### config.mk
export PLATFORM = sky130hd
export DESIGN_NAME = tiny_riscv_uart_tx_periph
export DESIGN_NICKNAME = d
export VERILOG_FILES = /design/src/rtl/tiny_riscv_uart_pkg.sv /design/src/rtl/tiny_riscv_sync_fifo.sv /design/src/rtl/tiny_riscv_uart_tx_periph.sv
export SDC_FILE = /design/constraint.sdc
export NUM_CORES = 1
export LEC_CHECK = 0
export ABC_AREA = 0
export BUFFER_PORTS_ARGS = -buffer_cell sky130_fd_sc_hd__buf_2
export CORE_AREA = 2 2 109 101
export DETAILED_ROUTE_END_ITERATION = 8
export DIE_AREA = 0 0 111 103
export GPL_ROUTABILITY_DRIVEN = 0
export GPL_TIMING_DRIVEN = 0
export MAX_ROUTING_LAYER = met4
export PLACE_DENSITY = 0.72
export SYNTH_ARGS = -nofsm -noshare
export SYNTH_HDL_FRONTEND = slang
export SYNTH_SLANG_ARGS = --single-unit
### constraint.sdc
create_clock -name i_Clk -period 5 [get_ports i_Clk]
set_clock_uncertainty 0.1 [all_clocks]
set_input_delay 0.25 -clock i_Clk [delete_from_list [all_inputs] [get_ports i_Clk]]
set_output_delay 0.25 -clock i_Clk [all_outputs]
set_load 0.05 [all_outputs]
### src/rtl/tiny_riscv_uart_pkg.sv
// Shared definitions for the memory-mapped UART transmitter: FSM encoding,
// STATUS bit positions and register offsets.
package tiny_riscv_uart_pkg;

    typedef enum logic [1:0] {
        ST_IDLE  = 2'd0,
        ST_START = 2'd1,
        ST_DATA  = 2'd2,
        ST_STOP  = 2'd3
    } tx_state_t;

    localparam int STAT_BUSY      = 0;
    localparam int STAT_FULL      = 1;
    localparam int STAT_EMPTY     = 2;
    localparam int STAT_OVERFLOW  = 3;
    localparam int STAT_COUNT_LSB = 4;

    localparam logic [31:0] DATA_OFS   = 32'd0;
    localparam logic [31:0] STATUS_OFS = 32'd4;

    // STATUS has a 4-bit count field; deeper FIFOs report 15.
    function automatic logic [3:0] sat_count(input logic [31:0] c);
        return (c > 32'd15) ? 4'd15 : c[3:0];
    endfunction

endpackage

### src/rtl/tiny_riscv_sync_fifo.sv
// Circular-buffer FIFO with synchronous reset. A push while full is accepted
// when a pop happens in the same cycle.
module tiny_riscv_sync_fifo #(
    parameter int WIDTH = 8,
    parameter int DEPTH = 8
) (
    input  logic                     clk,
    input  logic                     rst,
    input  logic                     push,
    input  logic                     pop,
    input  logic [WIDTH-1:0]         din,
    output logic [WIDTH-1:0]         dout,
    output logic                     full,
    output logic                     empty,
    output logic [$clog2(DEPTH):0]   count
);

    localparam int AW = $clog2(DEPTH);
    localparam int CW = AW + 1;

    logic [WIDTH-1:0] mem [DEPTH];
    logic [AW-1:0]    wr_ptr;
    logic [AW-1:0]    rd_ptr;
    logic             do_push;
    logic             do_pop;

    assign full    = (count == CW'(DEPTH));
    assign empty   = (count == '0);
    assign do_pop  = pop && !empty;
    assign do_push = push && (!full || do_pop);
    assign dout    = mem[rd_ptr];

    // Pointers wrap naturally because DEPTH is a power of two.
    always_ff @(posedge clk) begin
        if (rst) begin
            wr_ptr <= '0;
            rd_ptr <= '0;
            count  <= '0;
        end else begin
            if (do_push) begin
                mem[wr_ptr] <= din;
                wr_ptr      <= wr_ptr + AW'(1);
            end
            if (do_pop) begin
                rd_ptr <= rd_ptr + AW'(1);
            end
            case ({do_push, do_pop})
                2'b10:   count <= count + CW'(1);
                2'b01:   count <= count - CW'(1);
                default: count <= count;
            endcase
        end
    end

endmodule

### src/rtl/tiny_riscv_uart_tx_periph.sv
// UART 8N1 transmitter on the processor data bus: stores to DATA are queued
// in a FIFO and serialised on o_UART_TX; STATUS is readable at BASE+4.
module tiny_riscv_uart_tx_periph #(
    parameter int          CLKS_PER_BIT = 217,
    parameter int          FIFO_DEPTH   = 8,
    parameter logic [31:0] BASE_ADDR    = 32'h0040_0000
) (
    input  logic        i_Clk,
    input  logic        i_Rst,
    input  logic [31:0] i_mem_addr,
    input  logic        i_read_strobe,
    input  logic [31:0] i_mem_write_data,
    input  logic [3:0]  i_mem_write_mask,
    output logic [31:0] o_mem_data,
    output logic        o_UART_TX
);
    import tiny_riscv_uart_pkg::*;

    localparam int             BW          = $clog2(CLKS_PER_BIT);
    localparam int             CW          = $clog2(FIFO_DEPTH) + 1;
    localparam logic [BW-1:0]  BAUD_LOAD   = BW'(CLKS_PER_BIT - 1);
    localparam logic [31:0]    DATA_ADDR   = BASE_ADDR + DATA_OFS;
    localparam logic [31:0]    STATUS_ADDR = BASE_ADDR + STATUS_OFS;

    logic          sel_data;
    logic          sel_status;
    logic          data_write;
    logic          ovf_set;
    logic          ovf_clear;
    logic          overflow;
    logic          pop;
    logic [7:0]    fifo_dout;
    logic          fifo_full;
    logic          fifo_empty;
    logic [CW-1:0] fifo_count;
    logic [31:0]   status;

    tx_state_t     state;
    logic [BW-1:0] baud_cnt;
    logic [7:0]    shift;
    logic [2:0]    bit_idx;
    logic          tx_reg;

    logic          unused_bits;
    assign unused_bits = ^{i_mem_addr[1:0], i_mem_write_data[31:8],
                           i_mem_write_data[7:4], i_mem_write_data[2:0],
                           i_mem_write_mask[3:1]};

    assign sel_data   = (i_mem_addr[31:2] == DATA_ADDR[31:2]);
    assign sel_status = (i_mem_addr[31:2] == STATUS_ADDR[31:2]);
    assign data_write = sel_data && i_mem_write_mask[0];
    assign ovf_clear  = sel_status && i_mem_write_mask[0] && i_mem_write_data[3];
    assign pop        = (state == ST_IDLE) && !fifo_empty;
    assign ovf_set    = data_write && fifo_full && !pop;
    assign o_UART_TX  = tx_reg;

    tiny_riscv_sync_fifo #(
        .WIDTH (8),
        .DEPTH (FIFO_DEPTH)
    ) u_fifo (
        .clk   (i_Clk),
        .rst   (i_Rst),
        .push  (data_write),
        .pop   (pop),
        .din   (i_mem_write_data[7:0]),
        .dout  (fifo_dout),
        .full  (fifo_full),
        .empty (fifo_empty),
        .count (fifo_count)
    );

    always_comb begin
        status                            = '0;
        status[STAT_BUSY]                 = (state != ST_IDLE);
        status[STAT_FULL]                 = fifo_full;
        status[STAT_EMPTY]                = fifo_empty;
        status[STAT_OVERFLOW]             = overflow;
        status[STAT_COUNT_LSB +: 4]       = sat_count(32'(fifo_count));
    end

    // Read data lives for exactly one cycle so it can be ORed with memory.
    always_ff @(posedge i_Clk) begin
        if (i_Rst) begin
            o_mem_data <= '0;
            overflow   <= 1'b0;
        end else begin
            o_mem_data <= (i_read_strobe && sel_status) ? status : '0;
            if (ovf_set) begin
                overflow <= 1'b1;
            end else if (ovf_clear) begin
                overflow <= 1'b0;
            end
        end
    end

    always_ff @(posedge i_Clk) begin
        if (i_Rst) begin
            state    <= ST_IDLE;
            baud_cnt <= '0;
            shift    <= '0;
            bit_idx  <= '0;
            tx_reg   <= 1'b1;
        end else begin
            case (state)
                ST_IDLE: begin
                    tx_reg <= 1'b1;
                    if (!fifo_empty) begin
                        shift    <= fifo_dout;
                        baud_cnt <= BAUD_LOAD;
                        tx_reg   <= 1'b0;
                        state    <= ST_START;
                    end
                end
                ST_START: begin
                    if (baud_cnt == '0) begin
                        baud_cnt <= BAUD_LOAD;
                        tx_reg   <= shift[0];
                        shift    <= {1'b0, shift[7:1]};
                        bit_idx  <= '0;
                        state    <= ST_DATA;
                    end else begin
                        baud_cnt <= baud_cnt - BW'(1);
                    end
                end
                ST_DATA: begin
                    if (baud_cnt == '0) begin
                        baud_cnt <= BAUD_LOAD;
                        if (bit_idx == 3'd7) begin
                            tx_reg <= 1'b1;
                            state  <= ST_STOP;
                        end else begin
                            tx_reg  <= shift[0];
                            shift   <= {1'b0, shift[7:1]};
                            bit_idx <= bit_idx + 3'd1;
                        end
                    end else begin
                        baud_cnt <= baud_cnt - BW'(1);
                    end
                end
                ST_STOP: begin
                    if (baud_cnt == '0) begin
                        tx_reg <= 1'b1;
                        state  <= ST_IDLE;
                    end else begin
                        baud_cnt <= baud_cnt - BW'(1);
                    end
                end
                default: begin
                    tx_reg <= 1'b1;
                    state  <= ST_IDLE;
                end
            endcase
        end
    end

endmodule
# After elaboration in Yosys (flattened, before gate mapping)
# Memory sizes are Yosys's and may differ from the RTL's. A register that Yosys moved wholly into a read port is not among the register bits.
# Cells that the tools add are included.
totals:
  n_memories: 1
  wordCells: 96
  input_bits: 71
  output_inout_bits: 33
  ram_bits: 64
  register_bits: 65
mem_list:
  columns: ["name", "words", "width", "rd", "rd_ports_with_merged_regs", "write_ports", "line_no", "rtl"]
  rows:
  - ["u_fifo.mem", 8, 8, 1, 1, 1, "tiny_riscv_sync_fifo.sv:21", "logic [WIDTH-1:0] mem [DEPTH];"]
classes:
  reduce_logical: 28
  eq_ne: 16
  n_mux: 33
  addsub: 6
  bitwise: 1
ops:
  columns: ["op", "count"]
  rows:
  - ["$eq A30 B21 Y1 const B", 2]
  - ["$mux W8", 7]
  - ["$pmux W8 S3", 2]
  - ["$mux W3", 5]
  - ["$ne A2 B2 Y1 const B", 7]
  - ["$mux W1", 10]
  - ["$mux W2", 5]
  - ["$reduce_and A5 Y1", 2]
  - ["$add A3 B1 Y3 const B", 3]
  - ["$logic_and A1 B1 Y1", 9]
  - ["$logic_not A8 Y1", 1]
  - ["$pmux W2 S4", 1]
  - ["$pmux W4 S2", 1]
  - ["$reduce_bool A2 Y1", 4]
  - ["$sub A8 B1 Y8 const B", 1]
  - ["$eq A2 B2 Y1 const B", 3]
  - ["$pmux W3 S2", 1]
  - ["$add A4 B1 Y4 const B", 1]
  - ["$eq A2 B1 Y1 const B", 2]
  - ["$eq A4 B4 Y1 const B", 1]
  - ["$logic_not A4 Y1", 1]
  - ["$pmux W1 S4", 1]
  - ["$reduce_and A4 Y1", 1]
  - ["$reduce_or A2 Y1", 2]
  - ["9 further kinds", 11]

# Depth between registers and ports, before layout
logic_depth:
  ltp_word: 9
  ltp_mapped: 12
  mapped_depth_nobuf: 11

# Hierarchy
# A second synthesis with hierarchy kept.
unflattened:
  cells_unflattened: 406
  area_unflattened_um2: 5122.4
modules_own_cells:
  columns: ["module", "seq_area_each_um2", "cells_per_inst", "n_inst", "area_per_inst_um2"]
  rows:
  - ["tiny_riscv_sync_fifo", 2182.1, 179, 1, 3180.6]
  - ["tiny_riscv_uart_tx_periph", 620.6, 227, 1, 1941.9]

# Worst setup path before layout
# OpenSTA, ideal clock, no wires.
synth_path:
  path_kind: "reg-to-reg"
  from: "reg u_fifo.count[0]"
  to: "reg u_fifo.count[3]"
  path_stages_with_launch: 12
  period_less_slack_ps: 2763
  arrival_ps: 2540
  path_slack_ps: 2237
  required_time_ps: 4777
  setup_ps: 123
  n_path_buf: 1
  path_cell_list: "dfxtp_1 > or4_4 > and2_4 > buf_6 > or2b_1 > inv_1 > ha_1 > a21o_2 > a21oi_1 > and2_2 > mux2i_1 > mux2_1"
synth_via:
  elab_chain_len: 8
  elab_cells_between_ends: 14
  classes_between: "2 x add/sub; 3 x eq/ne; 1 x mux; 8 x reduce/logical"
synth_rtl:
  columns: ["item", "line_no", "rtl"]
  rows:
  - ["start, declared", "tiny_riscv_sync_fifo.sv:15", "output logic [$clog2(DEPTH):0] count"]
  - ["start signal, assigned", "tiny_riscv_sync_fifo.sv:48", "2'b10: count <= count + CW'(1);"]
  - ["start signal, assigned", "tiny_riscv_sync_fifo.sv:49", "2'b01: count <= count - CW'(1);"]
  - ["start signal, assigned", "tiny_riscv_sync_fifo.sv:50", "default: count <= count;"]
  - ["$logic_not A4 Y1", "tiny_riscv_sync_fifo.sv:28", "assign empty = (count == '0);"]
  - ["$logic_not A1 Y1", "tiny_riscv_sync_fifo.sv:29, tiny_riscv_uart_tx_periph.sv:53", null]
  - ["$logic_and A1 B1 Y1", "tiny_riscv_uart_tx_periph.sv:53", "assign pop = (state == ST_IDLE) && !fifo_empty;"]
  - ["$logic_and A1 B1 Y1", "tiny_riscv_sync_fifo.sv:29", "assign do_pop = pop && !empty;"]
  - ["$logic_or A1 B1 Y1", "tiny_riscv_sync_fifo.sv:30", "assign do_push = push && (!full || do_pop);"]
  - ["$logic_and A1 B1 Y1", "tiny_riscv_sync_fifo.sv:30", null]
  - ["$eq A2 B1 Y1 / $eq A2 B2 Y1 (equally long branches)", "tiny_riscv_sync_fifo.sv:47", "case ({do_push, do_pop})"]
  - ["$pmux W4 S2 / $reduce_bool A2 Y1 (equally long branches)", null, null]
# Parallel ways exist; a longest one is shown, timed or not.
# A chain may end at the register's enable or synchronous reset.

# Worst setup path after layout
# Ends and elaborated chain as after synthesis.

==> metrics.md <==
| Metric | Value |
|---|---|
| Cell count after synthesis | 400 |
| I/O pin total | 104 |
| Vias in the first global route | 3,190 |
| Biggest cell delay along the critical path | 0.58 ns |
| Most used standard cell by instance count after synthesis | edfxtp_1 |
| Slowest CP cell | or4_4 |
| Rows | 36 |
| Bufs and invs on worst path | 2 |
| Commonest cells in the netlist | edfxtp_1 (64), dfxtp_1 (44), nor2_1 (32), nand2_1 (25), buf_4 (24) |
| Top sig layer | met4 |
| Placed cells | 607 |
| Critical path class | reg2reg |
| Peak VDD IR | 249 uV |
| Die extent in x | 111 um |
| Final Non-Filler Cells | 623 |
| Clock-pin slew on the worst setup and hold paths | 0.08 ns |
| Share of cells above drive strength 1 | 0.280 |
| H-tree depth | 3 |
| Die height | 103 um |
| WL per Instance | 15.1 um |
| Initial core utilization | 0.483 |
| Power Dens Cells | 496 nW/um^2 |
| Tot Pwr | 2.91 mW |
| Area Overhead vs Synth | 16.6% |
| Startpoint types | flop |
| CTS resizes | 0 |
| Post-synth top area cell | edfxtp_1 |
| CP Data Required Time | 5.14 ns |
| CTS tree | yes |
| Worst-path maximum fanout | 10 |
| HPWL after DPL | 6.65 mm |
| # DRC | 0 |
| Min cycle time layout | 2.95 ns |
| Crit path max-delay family | simple AND/OR/NAND/NOR gates |
| TritonRoute pass-1 iters | 4 |
| EDFF count, synth | 64 |
| Synth area leaders | edfxtp_1 (38%), dfxtp_1 (18%), mux4_2 (7.2%) |
| Via density | 5.31 |
| Sequential share of the synthesized area | 0.558 |
| #FFs+latches synth | 108 |
| DR vias | 3,309 |
| Antenna violations before repair | 0 |
| Sum Neg Setup Slack | 0 ns |
| Critical path, cell by cell | or4_4, and2_4, buf_6, or2b_1, inv_1, ha_1, a21o_2, a21oi_1, nor3_2, mux2i_1, mux2_1 |
| Met3 wire len | 472 um |
| Layout Nets | 569 |
| Post-Syn Area | 5020 um^2 |
| Num CTS Buffers | 9 |
| Diode count | 0 |
| Clock root buffer | clkbuf_16 |
| Largest net degree at the start of global routing | 23 |
| All-Layer GR Usage | 0.178 |
| Crit path DAT | 3.09 ns |
| Final setup vio count | 0 |
| HP Class | in2reg |
| Leakage power | 2.20 nW |
| Unrepaired setup endpoints after global routing | false |
| Global-route wire length before repair | 15.4 mm |
| IO buf count | 50 |
| Worst-margin pin slew | 1.00 ns |
| Die ar. | 11,400 um^2 |
| Distinct cell type count after synthesis | 69 |
| Synth warnings | 0 |
| Ys async rst share | 0 |
| Initial drt markers | 210 |
| Metal2 WL | 4.62 mm |
| Antenna-violating nets left | 0 |
| Status | complete, no violations |
| Metal1 wirelength | 4.20 mm |
| Type of destination of the critical path | flop |
| Max Cap Viol | 0 |
| Post-CTS setup repair buffer count | 0 |
| Slew margin rel. | 0.327 |
| Global route total overflow | 0 |
| Fmax | 339 MHz |
| Most used DFF post-synth | edfxtp_1 |
| Max-slew violations | 0 |
| Worst-skew pair later-pin latency | 0.36 ns |
| Hold Buf Count CTS | 0 |
| Clock Path Buffers | 2 |
| Yosys top cell area share | 0.383 |
| Worst slack, placed | 1.73 ns |
| Syn Area/Cell | 12.6 um^2 |
| Hold Vio Cnt, Final | 0 |
| Core Box Area | 10,400 um^2 |
| Fin worst setup slack | 2.05 ns |
| Final worst path period share | 0.591 |
| Final WL | 9.40 mm |
| Clock Sinks | 108 |
cells in the final DEF, fill, tap and decap left out, drive strengths merged, types with 5 or more instances in the layout:
cell and instances:
conb 24, a21oi 16, o21ai 19, ha 12, a22o 8, clkbuf 20
dfxtp 44, nor3 18, mux4 16, nor3b 5, edfxtp 64, mux2i 15
inv 12, buf 82, nand2 25, nor2 33, and2 10, nor4 8
stage by stage:
| stage | cell area, um^2 | hold slack [ns] | utilization |
|---|---|---|---|
| after floorplan | 5110 | 0.249 | - |
| after global placement | 5530 | 0.349 | 0.531 |
| after detailed placement | 5540 | 0.356 | 0.533 |
| after CTS | 5850 | 0.0513 | 0.562 |
| after global routing | 5860 | 0.0591 | 0.563 |
| final | 5860 | 0.0598 | 0.563 |
state kept, by name, indices dropped and copies added (netlist names), 3 cells and up, named ones only:
| name | flops |
|---|---|
| u_fifo.rd_ptr | 3 |
| shift | 8 |
| u_fifo.count | 4 |
| bit_idx | 3 |
| o_mem_data | 8 |
| u_fifo.wr_ptr | 3 |
| u_fifo.mem | 64 |
| baud_cnt | 8 |
area by class of cell:
| cell class | count | area (um^2) |
|---|---|---|
| plain buffers | 42 | 267 |
| clock inverters | 7 | 83.8 |
| flip-flops and latches | 108 | 2800 |
| repair buffers | 51 | 255 |
| well taps | 133 | 166 |
| multi-input cells | 265 | 2030 |
| fillers | 864 | 4550 |
| inverters | 8 | 30.0 |
| clock buffers | 9 | 225 |
routing by layer:
layer / vias to the layer above / global-route usage
met5: - / -
met4: 0 / 0.0644
met3: 10 / 0.0400
met2: 86 / 0.298
met1: 1594 / 0.217
li1: 1619 / -
power breakdown:
part | leakage, nW | internal, mW | switching [mW]
Sequential | 0.933 | 1.01 | 0.0648
Combinational | 1.11 | 0.460 | 0.649
Clock | 0.151 | 0.360 | 0.359
Total | 2.20 | 1.83 | 1.07
worst register-to-register path, stage by stage (launching register included):
cell and delay (ns):
dfxtp_1 0.37, or4_4 0.58, and2_4 0.18, buf_6 0.13, or2b_1 0.18, inv_1 0.06, ha_1 0.26, a21o_2 0.21
a21oi_1 0.20, nor3_2 0.05, mux2i_1 0.17, mux2_1 0.33
cell families (layout without fill, tap and decap cells):
family / count (synthesis) / count (layout) / share of synthesized area
and+or+nand+nor: 128 / 128 / 0.153
DFF: 108 / 108 / 0.558
AOI/OAI and AO/OA: 62 / 62 / 0.0805
buffers and inverters: 50 / 117 / 0.0590
muxes: 34 / 34 / 0.108
adders and majority gates: 13 / 13 / 0.0339
xor gates and xnor gates: 4 / 4 / 0.00698
other: 1 / 24 / 0.000746
path summary, 6_finish.rpt:
path                                          start                to  slack (ns)  depth (start not counted)
worst max register to register      u_fifo.count[0]   u_fifo.count[3]        2.05                         11
worst max-delay path                u_fifo.count[0]   u_fifo.count[3]        2.05                         11
worst min-delay path            i_mem_write_data[0]  u_fifo.mem[7][0]        0.06                          1
worst min register to register             overflow          overflow        0.37                          2
Note: power is estimated with default switching activity, not from simulation.
